### config.mk
export PLATFORM = sky130hd
export DESIGN_NAME = frame_config_ctrl
export DESIGN_NICKNAME = d
export VERILOG_FILES = /design/src/rtl/frame_config_pkg.sv /design/src/rtl/frame_strobe_decoder.sv /design/src/rtl/frame_config_ctrl.sv
export SDC_FILE = /design/constraint.sdc
export NUM_CORES = 1
export LEC_CHECK = 0
export BUFFER_PORTS_ARGS = -buffer_cell sky130_fd_sc_hd__buf_4
export CORE_UTILIZATION = 52
export CTS_CLUSTER_DIAMETER = 80
export DETAILED_ROUTE_END_ITERATION = 8
export HOLD_SLACK_MARGIN = 0.12
export PLACE_DENSITY_LB_ADDON = 0.15
export SLEW_MARGIN = 20
export SYNTH_ARGS = -nofsm -noshare
export SYNTH_HDL_FRONTEND = slang
export SYNTH_SLANG_ARGS = --single-unit
### constraint.sdc
create_clock -name CLK -period 5.1 [get_ports CLK]
set_input_delay 0.255 -clock CLK [delete_from_list [all_inputs] [get_ports CLK]]
set_output_delay 0.255 -clock CLK [all_outputs]
set_load 0.02 [all_outputs]
### src/rtl/frame_config_pkg.sv
// Shared types and constants for the frame configuration controller.
package frame_config_pkg;

    typedef enum logic [2:0] {
        StSyncWait,
        StHeader,
        StData,
        StSetup,
        StStrobe,
        StHold,
        StDone
    } state_e;

    localparam int unsigned FRAME_LSB = 0;
    localparam int unsigned COL_LSB   = 8;
    localparam int unsigned END_BIT   = 31;

    localparam logic [31:0] DEFAULT_SYNC_WORD = 32'hFAB0_FAB1;

endpackage

### src/rtl/frame_strobe_decoder.sv
// Combinational decode of (column, frame) into a one-hot frame strobe vector.
module frame_strobe_decoder #(
    parameter int unsigned MaxFramesPerCol = 20,
    parameter int unsigned NumColumns      = 4
) (
    input  logic [7:0]                            frame_i,
    input  logic [7:0]                            col_i,
    input  logic                                  en_i,
    output logic [MaxFramesPerCol*NumColumns-1:0] strobe_o
);

    int unsigned idx;

    always_comb begin
        idx = 32'(col_i) * MaxFramesPerCol + 32'(frame_i);
        strobe_o = '0;
        for (int unsigned i = 0; i < MaxFramesPerCol * NumColumns; i++) begin
            strobe_o[i] = en_i && (idx == i);
        end
    end

endmodule

### src/rtl/frame_config_ctrl.sv
// Configuration stream sequencer: sync hunt, header decode, frame assembly and strobe pulse.
module frame_config_ctrl
    import frame_config_pkg::*;
#(
    parameter int unsigned FrameBitsPerRow = 32,
    parameter int unsigned NumRows         = 4,
    parameter int unsigned MaxFramesPerCol = 20,
    parameter int unsigned NumColumns      = 4,
    parameter int unsigned StrobeWidth     = 2,
    parameter logic [31:0] SyncWord        = DEFAULT_SYNC_WORD
) (
    input  logic                                  CLK,
    input  logic                                  RESET,
    input  logic [31:0]                           WordData,
    input  logic                                  WordValid,
    output logic                                  WordReady,
    output logic [FrameBitsPerRow*NumRows-1:0]    FrameData,
    output logic [MaxFramesPerCol*NumColumns-1:0] FrameStrobe,
    output logic                                  Busy,
    output logic                                  ConfigDone,
    output logic                                  ConfigError
);

    localparam int unsigned RowW = (NumRows > 1) ? $clog2(NumRows) : 1;
    localparam int unsigned CntW = (StrobeWidth > 1) ? $clog2(StrobeWidth) : 1;

    state_e                                state_q, state_d;
    logic [7:0]                            frame_q, frame_d;
    logic [7:0]                            col_q, col_d;
    logic [RowW-1:0]                       row_q, row_d;
    logic [CntW-1:0]                       cnt_q, cnt_d;
    logic [FrameBitsPerRow*NumRows-1:0]    data_q, data_d;
    logic                                  err_q, err_d;
    logic                                  ready_q, busy_q, done_q;
    logic [MaxFramesPerCol*NumColumns-1:0] strobe_q, strobe_d;
    logic                                  xfer;
    logic [7:0]                            hdr_frame, hdr_col;

    assign xfer      = WordValid && ready_q;
    assign hdr_frame = WordData[FRAME_LSB +: 8];
    assign hdr_col   = WordData[COL_LSB +: 8];

    always_comb begin
        state_d = state_q;
        frame_d = frame_q;
        col_d   = col_q;
        row_d   = row_q;
        cnt_d   = cnt_q;
        data_d  = data_q;
        err_d   = err_q;
        unique case (state_q)
            StSyncWait, StDone: begin
                if (xfer && WordData == SyncWord) begin
                    state_d = StHeader;
                    err_d   = 1'b0;
                end
            end
            StHeader: begin
                if (xfer) begin
                    if (WordData[END_BIT]) begin
                        state_d = StDone;
                    end else if (32'(hdr_frame) >= MaxFramesPerCol ||
                                 32'(hdr_col) >= NumColumns) begin
                        err_d   = 1'b1;
                        state_d = StSyncWait;
                    end else begin
                        frame_d = hdr_frame;
                        col_d   = hdr_col;
                        row_d   = '0;
                        state_d = StData;
                    end
                end
            end
            StData: begin
                if (xfer) begin
                    data_d[32'(row_q)*FrameBitsPerRow +: FrameBitsPerRow] =
                        WordData[FrameBitsPerRow-1:0];
                    if (row_q == RowW'(NumRows - 1)) begin
                        row_d   = '0;
                        state_d = StSetup;
                    end else begin
                        row_d = row_q + 1'b1;
                    end
                end
            end
            StSetup: begin
                cnt_d   = '0;
                state_d = StStrobe;
            end
            StStrobe: begin
                if (cnt_q == CntW'(StrobeWidth - 1)) begin
                    state_d = StHold;
                end else begin
                    cnt_d = cnt_q + 1'b1;
                end
            end
            StHold:  state_d = StHeader;
            default: state_d = StSyncWait;
        endcase
    end

    // Strobe is decoded from next-state so the registered pulse aligns with StStrobe.
    frame_strobe_decoder #(
        .MaxFramesPerCol(MaxFramesPerCol),
        .NumColumns     (NumColumns)
    ) u_decoder (
        .frame_i (frame_d),
        .col_i   (col_d),
        .en_i    (state_d == StStrobe),
        .strobe_o(strobe_d)
    );

    always_ff @(posedge CLK) begin
        if (RESET) begin
            state_q  <= StSyncWait;
            frame_q  <= '0;
            col_q    <= '0;
            row_q    <= '0;
            cnt_q    <= '0;
            data_q   <= '0;
            err_q    <= 1'b0;
            ready_q  <= 1'b1;
            busy_q   <= 1'b0;
            done_q   <= 1'b0;
            strobe_q <= '0;
        end else begin
            state_q  <= state_d;
            frame_q  <= frame_d;
            col_q    <= col_d;
            row_q    <= row_d;
            cnt_q    <= cnt_d;
            data_q   <= data_d;
            err_q    <= err_d;
            ready_q  <= (state_d == StSyncWait) || (state_d == StHeader) ||
                        (state_d == StData) || (state_d == StDone);
            busy_q   <= !((state_d == StSyncWait) || (state_d == StDone));
            done_q   <= (state_d == StDone);
            strobe_q <= strobe_d;
        end
    end

    assign WordReady   = ready_q;
    assign FrameData   = data_q;
    assign FrameStrobe = strobe_q;
    assign Busy        = busy_q;
    assign ConfigDone  = done_q;
    assign ConfigError = err_q;

endmodule

Word level (Yosys, flattened, before mapping)
Cells that the tools add are included.
{"block": "totals", "ff_bits": 234, "out_inout_bits": 212, "wordCells": 245}
{"block": "classes", "n_addsub": 4, "n_mul": 1, "order_cmp": 2, "eq_ne": 97, "shift": 2, "muxes": 30, "reduce_logical": 98}
{"op": "== test 32 x 6 -> 1 bit, second input constant", "count": 32}
{"op": "== test 32 x 5 -> 1 bit, second input constant", "count": 16}
{"op": "== test 32 x 7 -> 1 bit, second input constant", "count": 16}
{"op": "== test 32 x 4 -> 1 bit, second input constant", "count": 8}
{"op": "bitwise mux 128 bit", "count": 1}
{"op": "== test 32 x 3 -> 1 bit, second input constant", "count": 4}
{"op": "variable shift 32 x 34 -> 128 bit, first input constant", "count": 1}
{"op": "variable part select 32 x 34 -> 128 bit", "count": 1}
{"op": "logical AND 1 bit", "count": 82}
{"op": "== test 32 x 2 -> 1 bit, second input constant", "count": 2}
{"op": "two-way mux 8 bit", "count": 8}
{"op": "negation 7 -> 34 bit", "count": 1}
{"op": "== test 32 x 1 -> 1 bit, second input constant", "count": 1}
{"op": "== test 32 bit, second input constant", "count": 1}
{"op": "logical NOT 32 bit", "count": 1}
{"op": "two-way mux 3 bit", "count": 6}
{"op": "one-hot mux 3 bit (6 select lines)", "count": 1}
{"op": "== test 3 bit, second input constant", "count": 5}
{"op": "adder 13 x 8 -> 14 bit", "count": 1}
{"op": "two-way mux 2 bit", "count": 6}
{"op": "inequality test 2 bit, second input constant", "count": 6}
{"op": "multiplier 8 x 3 -> 11 bit, second input constant", "count": 1}
{"op": "AND reduction 5 bit", "count": 2}
{"op": "== test 3 x 2 -> 1 bit, second input constant", "count": 3}
{"op": "15 further kinds", "count": 28}

Logic depth before layout (Yosys ltp)
Gate-level depths: netlist (run 1).
{"block": "logic_depth", "word_depth": 10, "mapped_depth": 21}

By module
A second synthesis (run 1) with hierarchy kept.
{"block": "hier_totals", "cells_unflattened": 1111, "area_unflattened_um2": 9989.6}
{"mod": "frame_config_ctrl", "instances": 1, "cells_each": 891, "area_per_inst_um2": 8122.8}
{"mod": "frame_strobe_decoder", "instances": 1, "cells_each": 220, "area_per_inst_um2": 1866.8}

Worst setup path after synthesis (run 1)
OpenSTA, ideal clock, no wires.
{"block": "synth_timing", "path_kind": "reg2reg", "from": "reg ready_q (netlist: WordReady)", "to": "reg strobe_q[7] (netlist: FrameStrobe[7])", "setup_time_ns": 0.079, "arrival_ns": 4.778, "required_time_ns": 5.021, "slack_ns": 0.243, "stages_incl_launch_ff": 21, "n_path_buf": 5, "period_less_slack_ns": 4.857, "path_cell_list": "dfxtp_1 > nand2_1 > or3_1 > or3_1 > buf_2 > buf_6 > clkbuf_1 > and2_1 > ha_1 > ha_1 > inv_1 > fa_1 > inv_1 > ha_1 > clkbuf_1 > or3_1 > a211oi_1 > a2bb2oi_2 > nand3_4 > buf_6 > nor3_1"}
{"block": "synth_between", "elab_chain_cells": 7, "word_cells_on_any_way": 15}
{"element": "from (decl)", "line_no": "frame_config_ctrl.sv:34", "source": "logic ready_q, busy_q, done_q;"}
{"element": "from (signal assigned)", "line_no": "frame_config_ctrl.sv:134", "source": "ready_q <= (state_d == StSyncWait) || (state_d == StHeader) ||"}
{"element": "logical AND 1 bit", "line_no": "frame_config_ctrl.sv:39", "source": "assign xfer = WordValid && ready_q;"}
{"element": "two-way mux 8 bit", "line_no": "frame_config_ctrl.sv:59", "source": "if (xfer) begin"}
{"element": "two-way mux 8 bit", "line_no": "frame_config_ctrl.sv:51", "source": "unique case (state_q)"}
{"element": "net col_d[3]", "line_no": "frame_config_ctrl.sv:29", "source": "logic [7:0] col_q, col_d;"}
{"element": "multiplier 8 x 3 -> 11 bit", "line_no": "frame_strobe_decoder.sv:15", "source": "idx = 32'(col_i) * MaxFramesPerCol + 32'(frame_i);"}
{"element": "adder 13 x 8 -> 14 bit", "line_no": "frame_strobe_decoder.sv:15"}
{"element": "== test 32 x 3 -> 1 bit", "line_no": "frame_strobe_decoder.sv:18", "source": "strobe_o[i] = en_i && (idx == i);"}
{"element": "logical AND 1 bit", "line_no": "frame_strobe_decoder.sv:18"}
{"element": "to (signal assigned)", "line_no": "frame_config_ctrl.sv:138", "source": "strobe_q <= strobe_d;"}
{"element": "to (decl)", "line_no": "frame_config_ctrl.sv:35", "source": "logic [MaxFramesPerCol*NumColumns-1:0] strobe_q, strobe_d;"}
The timed path passes the listed nets, and every way through them passes these cells.
A chain may end at the register's enable or synchronous reset.

Final worst setup path (run 1)
{"block": "layout_timing", "from": "in WordData[7]", "to": "reg strobe_q[76] (netlist: FrameStrobe[76])"}
{"block": "layout_between", "elab_chain_cells": 10, "word_cells_on_any_way": 22}
{"element": "from (decl)", "line_no": "frame_config_ctrl.sv:14", "source": "input logic [31:0] WordData,"}
{"element": ">= comparator 8 x 5 -> 1 bit", "line_no": "frame_config_ctrl.sv:62", "source": "end else if (32'(hdr_frame) >= MaxFramesPerCol ||"}
{"element": "logical OR 1 bit", "line_no": "frame_config_ctrl.sv:62"}
{"element": "two-way mux 8 bit", "line_no": "frame_config_ctrl.sv:62"}
{"element": "two-way mux 8 bit", "line_no": "frame_config_ctrl.sv:60", "source": "if (WordData[END_BIT]) begin"}
{"element": "two-way mux 8 bit", "line_no": "frame_config_ctrl.sv:59"}
{"element": "two-way mux 8 bit", "line_no": "frame_config_ctrl.sv:51"}
{"element": "net col_d[1]", "line_no": "frame_config_ctrl.sv:29"}
{"element": "multiplier 8 x 3 -> 11 bit", "line_no": "frame_strobe_decoder.sv:15"}
{"element": "adder 13 x 8 -> 14 bit", "line_no": "frame_strobe_decoder.sv:15"}
{"element": "== test 32 x 7 -> 1 bit", "line_no": "frame_strobe_decoder.sv:18"}
{"element": "logical AND 1 bit", "line_no": "frame_strobe_decoder.sv:18"}
The timed path passes the listed nets, and every way through them passes these cells.

==> results.json, run 1 <==
{
  "status": "finished, final reports clean",
  "numCtsBuffers": 24,
  "worstPathArrival_ns": 5.28,
  "clk-insertion-delay-late_ns": 0.52,
  "crit_required_ns": 5.52,
  "max_cap_viol_count": 0,
  "ys_warn_count": 0,
  "crit_path_end_kind": "register",
  "critPathMaxFanout": 11,
  "cp.buffers_inverters": 5,
  "root_buffer": "clkbuf_16",
  "ys_ff_latch": 234,
  "finalHoldViolCount": 0,
  "ys_top_cells_by_area": "dfxtp_1 (52%), a21oi_1 (7.7%), nand3_1 (7.3%), nand2_1 (6.4%), ha_1 (3.3%)",
  "grt_pass1_vias": 8047,
  "power_frac_comb_pct": 2.7,
  "ios": 247,
  "wirelength_mm": 27.5,
  "die_area_um2": 17900,
  "relSlewSlack_pct": 43.8,
  "cpMaxStageDelayCell": "dlygate4sd3_1",
  "rr_worst_depth": 18,
  "worstSetupStartpointType": "primary input",
  "start_util_pct": 53.8,
  "p_leak_nw": 5.00,
  "post-dp-hpwl_mm": 18.5,
  "drive_gt1_share_pct": 26.7,
  "use_met2_pct": 49.7,
  "dp_slack_ns": 0.0446,
  "die_x_um": 134,
  "clockPowerShare_pct": 48.8,
  "report.power.total_w": 0.00377,
  "async_flop_share_pct": 0,
  "synth_area_um2": 9020,
  "clock-sinks": 234,
  "h-tree-depth": 1,
  "synth_edf_count": 0,
  "use_met3_pct": 6.54,
  "syn_inst": 1034,
  "initialDrtViolationCount": 706,
  "synth_top_flop_cell": "dfxtp_1",
  "fmaxAchievable_mhz": 205,
  "wire_per_inst_um": 18.1,
  "port_buffers": 246,
  "grt_use_met1_pct": 36.6,
  "powerDensity_nw_per_um2": 309,
  "gr-usage-all-layers_pct": 29.9,
  "vdd_drop_max_mv": 0.248,
  "regToRegSetupSlack_ns": 0.28,
  "diodes": 0,
  "cpPeakStageDelay_ns": 0.56,
  "period_needed_ns": 4.87,
  "crit_path_cell_trace": "dlygate4sd3_1, buf_4, nor4_4, nand4_2, or3_4, mux2i_1, inv_1, ha_1, ha_1, inv_1, fa_1, xnor2_1, ha_1, or4_1, nor2_1, o31ai_1, a2111oi_4, buf_6, and4_2, nor3b_1",
  "whs_endpoint": "FrameData[34]",
  "worstSetupPathType": "primary input to register",
  "min_path_cells": 4,
  "dr.pass1.iters": 5,
  "min_from": "WordData[2]",
  "reg2reg_to": "FrameStrobe[76]",
  "busiest_layer": "met2",
  "startpoint": "WordData[7]",
  "p_seq_share_pct": 48.5,
  "synth_common_cells": "dfxtp_1 (234), nand2_1 (154), a21oi_1 (139)",
  "n_fill_cell": 1297,
  "vias": 8517,
  "setup_slack_ns": 0.233,
  "setup_viol": 0,
  "grt_max_degree": 84,
  "fin_tns_setup_ns": 0,
  "synth_nets": 1095,
  "holdCritPathClass": "primary input to register",
  "synth_top_cell_by_area": "dfxtp_1",
  "drc_errors": 0,
  "cts.clk_slew.worst_paths_ns": 0.06,
  "tightestPinTransition_ns": 0.842,
  "core_area_um2": 16800,
  "final_nets": 1344,
  "yosysMostFrequentCell": "dfxtp_1",
  "internal-power_w": 0.00298,
  "critPathTopFamily": "simple AND/OR/NAND/NOR gates",
  "fin_crit_sh_pct": 95.4,
  "die_h_um": 134,
  "grt_pass1_wl_mm": 42.8,
  "syn_to_final_growth_pct": 35.2,
  "r2r-start": "state_q[2]",
  "grt_antenna_before_repair": 0,
  "avgSynthCellArea_um2": 8.73,
  "overflow": 0,
  "clockBufferDepth": 3,
  "finClkSkew_ns": 0.0166,
  "switching_power_w": 0.000787,
  "path_common_cell": "ha_1",
  "ys_seq_area_share_pct": 51.9,
  "ant_nets": 0,
  "viasPerCell": 5.60,
  "swShare_pct": 20.9,
  "ys_types": 64,
  "num_rows": 47,
  "drv_slew": 0,
  "cts_tree": "built",
  "routabilityCongestion": 0.885,
  "yosysTopAreaCellShare_pct": 51.9
}
==> final cells by class <==
class	instances	area (µm²)	area share (%)
clock buffers	28	646	5.29
clock inverters	15	199	1.63
inverters	12	45.0	0.369
multi-input cells	710	4010	32.9
flip-flops and latches	234	4680	38.4
well taps	220	275	2.26
repair buffers	301	2340	19.2
==> power by group through the flow <==
stage / Sequential (W) / Combinational [W] / Clock (W)
final: 0.00183 / 0.000102 / 0.00184
after global placement: 0.00187 / 0.0000817 / 0
after CTS: 0.00183 / 0.0000999 / 0.00186
after floorplan: 0.00187 / 0.0000264 / 0
after detailed placement: 0.00187 / 0.0000816 / 0
after global routing: 0.00183 / 0.000107 / 0.00194
==> what timing repair did <==
| action | 4_1_cts | 5_1_grt |
|---|---|---|
| endpoints found under the hold margin | 122 | 0 |
| hold buffers | 30 | 0 |
| resized for setup | 0 | 5 |
| setup buffers | 0 | 2 |
| setup endpoints to repair | 0 | 80 |
==> worst max path at each step <==
stage / to / cells after the start
after floorplan: FrameStrobe[7] / 20
after global placement: FrameStrobe[42] / 19
after detailed placement: FrameStrobe[45] / 19
after CTS: FrameStrobe[76] / 20
after global routing: FrameStrobe[76] / 19
final: FrameStrobe[76] / 20
==> cell families (layout without fill, tap and decap cells) <==
family / Yosys count / count (layout) / share of synthesized area (%)
compound gates: 180 / 180 / 11.5
xor+xnor: 2 / 2 / 0.194
fa+ha+maj: 26 / 26 / 3.77
buf+inv: 90 / 356 / 4.10
flops: 234 / 234 / 51.9
mux: 12 / 12 / 1.61
simple gates: 490 / 490 / 27.0
==> state kept, by name, indices dropped and copies added, names as in the netlist <==
signal,cells
Busy,1
ConfigDone,1
ConfigError,1
FrameData,128
FrameStrobe,80
WordReady,1
cnt_q,1
col_q,8
frame_q,8
row_q,2
state_q,3
==> cells in the final DEF, fill, tap and decap left out, drive strengths merged, types with 3 or more instances in the layout <==
cell,synthesis,routed
a211o,4,4
a21oi,139,139
and2,19,19
clkinv,0,9
a211oi,3,3
nor3b,9,9
dfxtp,234,234
buf,8,271
nor2b,12,12
ha,24,24
nand4,9,9
o21ai,8,8
mux2i,8,8
a22oi,4,4
a21o,3,3
nand2b,11,11
o2111ai,3,3
or3,6,6
nor4b,4,4
clkbuf,70,28
nor3,26,26
nor2,78,78
and3,5,5
nand4b,4,4
or4,3,3
bufinv,0,4
nand2,156,156
nor4,7,7
nand3,132,132
dlygate4sd3,0,30
mux2,4,4
inv,12,12
==> through the flow <==
step | hold WS, ns | cells | instance area [µm²] | utilization [%]
global placement | 0.433 | 1445 | 11000 | 65.7
CTS | 0.175 | 1518 | 12200 | 72.6
finish | 0.190 | 1520 | 12200 | 72.8
detailed placement | 0.437 | 1445 | 11000 | 65.7
global route | 0.204 | 1520 | 12200 | 72.8
floorplan | 0.407 | 1034 | 9020 | -
==> layer usage <==
metal,vias up,routed length [µm]
met2,381,13200
li1,4049,-
met1,4014,10900
met3,73,2270
met5,-,0
met4,0,1110
==> worst register-to-register path: cells and delay by family, from the launching register on <==
| kind | cells | cell delay, ns |
|---|---|---|
| simple gates | 7 | 2.19 |
| fa+ha+maj | 4 | 1.05 |
| compound gates | 2 | 0.47 |
| buf+inv | 3 | 0.34 |
| flops | 1 | 0.31 |
| mux | 1 | 0.21 |
| xor+xnor | 1 | 0.16 |
Power figures use the tool's default switching activity.
==> inputs of run 2 (changes only) <==
- clock period: 5.1 -> 4.7 ns (I/O delays scaled with it)
==> run 2 against run 1 <==
Net effect:
- register-to-register slack worse by 0.05 ns
- clock skew down 0.0028 ns
- critical endpoint is now FrameStrobe[61]
- global-route usage up 0.92 points
- worst hold slack worse by 0.034 ns
- via count is 1.5% higher
- highest routed layer unchanged
- cell area increased by 1.2%
==> results.json, run 2 (same netlist as run 1, synthesis figures left out) <==
{
  "status": "finished, final reports clean",
  "top_layer": "met4",
  "startpoint": "state_q[2]",
  "internal-power_w": 0.00321,
  "grt_antenna_before_repair": 0,
  "post-dp-hpwl_mm": 18.8,
  "die_h_um": 134,
  "worstSetupPathType": "register to register",
  "worstSetupStartpointType": "register",
  "grt_pass1_wl_mm": 43.5,
  "fin_crit_sh_pct": 95.2,
  "power_frac_comb_pct": 2.8,
  "p_leak_nw": 5.10,
  "cpPeakStageDelay_ns": 0.47,
  "h-tree-depth": 1,
  "final_common_cell": "buf_4",
  "placed_cell_area_um2": 11200,
  "viasPerCell": 5.61,
  "routed-wl-met2_mm": 13.8,
  "ant_nets": 0,
  "syn_to_final_growth_pct": 36.8,
  "design_area_um2": 12300,
  "numCtsBuffers": 24,
  "tightestPinTransition_ns": 0.860,
  "finalHoldViolCount": 0,
  "max_cap_viol_count": 0,
  "rsz0062_at_grt": "true",
  "crit_path_cell_trace": "nand2b_1, or3_1, or3_4, mux2i_1, inv_1, ha_1, ha_1, inv_1, fa_1, inv_1, ha_1, or3_1, a211oi_2, a2bb2oi_4, nand4_2, nor2_1",
  "crit_required_ns": 5.14,
  "holdCritPathClass": "primary input to register",
  "clk-insertion-delay-late_ns": 0.51,
  "final_cell_mix": "buf_4 (297), dfxtp_1 (233), nand2_1 (149)",
  "vdd_drop_max_mv": 0.318,
  "vias": 8643,
  "p_seq_share_pct": 48.8,
  "grt_pass1_vias": 8147,
  "relSlewSlack_pct": 42.6,
  "diodes": 0,
  "r2r-start": "state_q[2]",
  "setup_viol": 0,
  "die_x_um": 134,
  "clock-sinks": 234,
  "grt_max_degree": 85,
  "wirelength_mm": 28.4,
  "wire_per_inst_um": 18.5,
  "drc_errors": 0,
  "clockPowerShare_pct": 48.4,
  "clockBufferDepth": 3,
  "cts.clk_slew.worst_paths_ns": 0.06,
  "powerDensity_nw_per_um2": 329,
  "port_buffers": 246,
  "report.power.total_w": 0.00406,
  "finClkSkew_ns": 0.0138,
  "cp.buffers_inverters": 3,
  "swShare_pct": 20.9,
  "largest_reg_flops": 128,
  "die_area_um2": 17900,
  "worstPathArrival_ns": 4.91,
  "final_nets": 1365,
  "wl_met1_mm": 11.4,
  "fmaxAchievable_mhz": 224,
  "dr.pass1.iters": 5,
  "cpMaxStageDelayCell": "fa_1",
  "core_area_um2": 16800,
  "met3_length_mm": 2.30,
  "root_buffer": "clkbuf_16",
  "routabilityCongestion": 0.885,
  "crit_path_end_kind": "register",
  "period_needed_ns": 4.47,
  "switching_power_w": 0.000848,
  "fin_util_pct": 73.7,
  "ios": 247,
  "fin_hold_ws_ns": 0.156,
  "initialDrtViolationCount": 569,
  "drive_gt1_share_pct": 28.6,
  "start_util_pct": 53.8,
  "gr-usage-all-layers_pct": 30.8,
  "critPathMaxFanout": 8,
  "drv_slew": 0,
  "overflow": 0,
  "num_rows": 47,
  "min_from": "WordData[15]",
  "cts_tree": "built",
  "critPathTopFamily": "simple AND/OR/NAND/NOR gates"
}
run 2: changes by cell type in the layout (fill, tap and decap cells not counted), moves of 2 or more:
cell	before	now
nand2_2	4	7
buf_4	270	297
nand2_1	152	149
clkinvlp_4	2	0
dlygate4sd3_1	30	22
clkbuf_1	1	4
run 2: repair_timing:
item,in CTS,in global routing
hold endpoints to repair,90,0
gates resized for setup,0,12
endpoints found under the setup margin,0,80
buffers inserted,0,1
hold buffers,22,0
run 2: metrics by stage:
| stage | worst slack [ns] | setup TNS (ns) | std cells |
|---|---|---|---|
| floorplan | 0.00205 | 0 | 1034 |
| global placement | 0.0894 | 0 | 1473 |
| detailed placement | -0.0614 | -0.386 | 1473 |
| CTS | 0.0249 | 0 | 1537 |
| global route | -0.0292 | -0.0554 | 1540 |
| finish | 0.228 | 0 | 1540 |
run 2: power groups by stage:
stage | sequential, W | clock (W) | combinational, W
floorplan | 0.00203 | 0 | 0.0000288
global placement | 0.00203 | 0 | 0.0000955
detailed placement | 0.00203 | 0 | 0.0000954
CTS | 0.00198 | 0.00198 | 0.000110
global route | 0.00198 | 0.00207 | 0.000117
finish | 0.00198 | 0.00196 | 0.000112
run 2: final cells by class:
type / instances / area, µm²
well taps: 220 / 275
multi-input cells: 711 / 4050
clock buffers: 32 / 682
fillers: 1282 / 4420
clock inverters: 10 / 133
repair buffers: 321 / 2470
inverters: 12 / 45.0
flip-flops and latches: 234 / 4690
run 2: worst paths after layout:
path / end / slack, ns / cells after the start
worst max-delay path: FrameStrobe[61] / 0.23 / 16
worst min register to register: FrameData[40] / 0.45 / 2
worst max register to register: FrameStrobe[61] / 0.23 / 16
worst min-delay path: FrameData[47] / 0.16 / 4
run 2: worst reg2reg max path, stage by stage, from the launching register on:
cell	delay, ns
dfxtp_1	0.31
nand2b_1	0.17
or3_1	0.40
or3_4	0.39
mux2i_1	0.19
inv_1	0.08
ha_1	0.29
ha_1	0.17
inv_1	0.06
fa_1	0.47
inv_1	0.04
ha_1	0.33
or3_1	0.41
a211oi_2	0.30
a2bb2oi_4	0.35
nand4_2	0.28
nor2_1	0.17
run 2: routing by layer:
metal / GRT usage, % / up-vias
met5: 0 / -
met4: 12.4 / 0
met3: 7.57 / 61
met2: 52.3 / 369
met1: 37.2 / 4115
li1: - / 4098
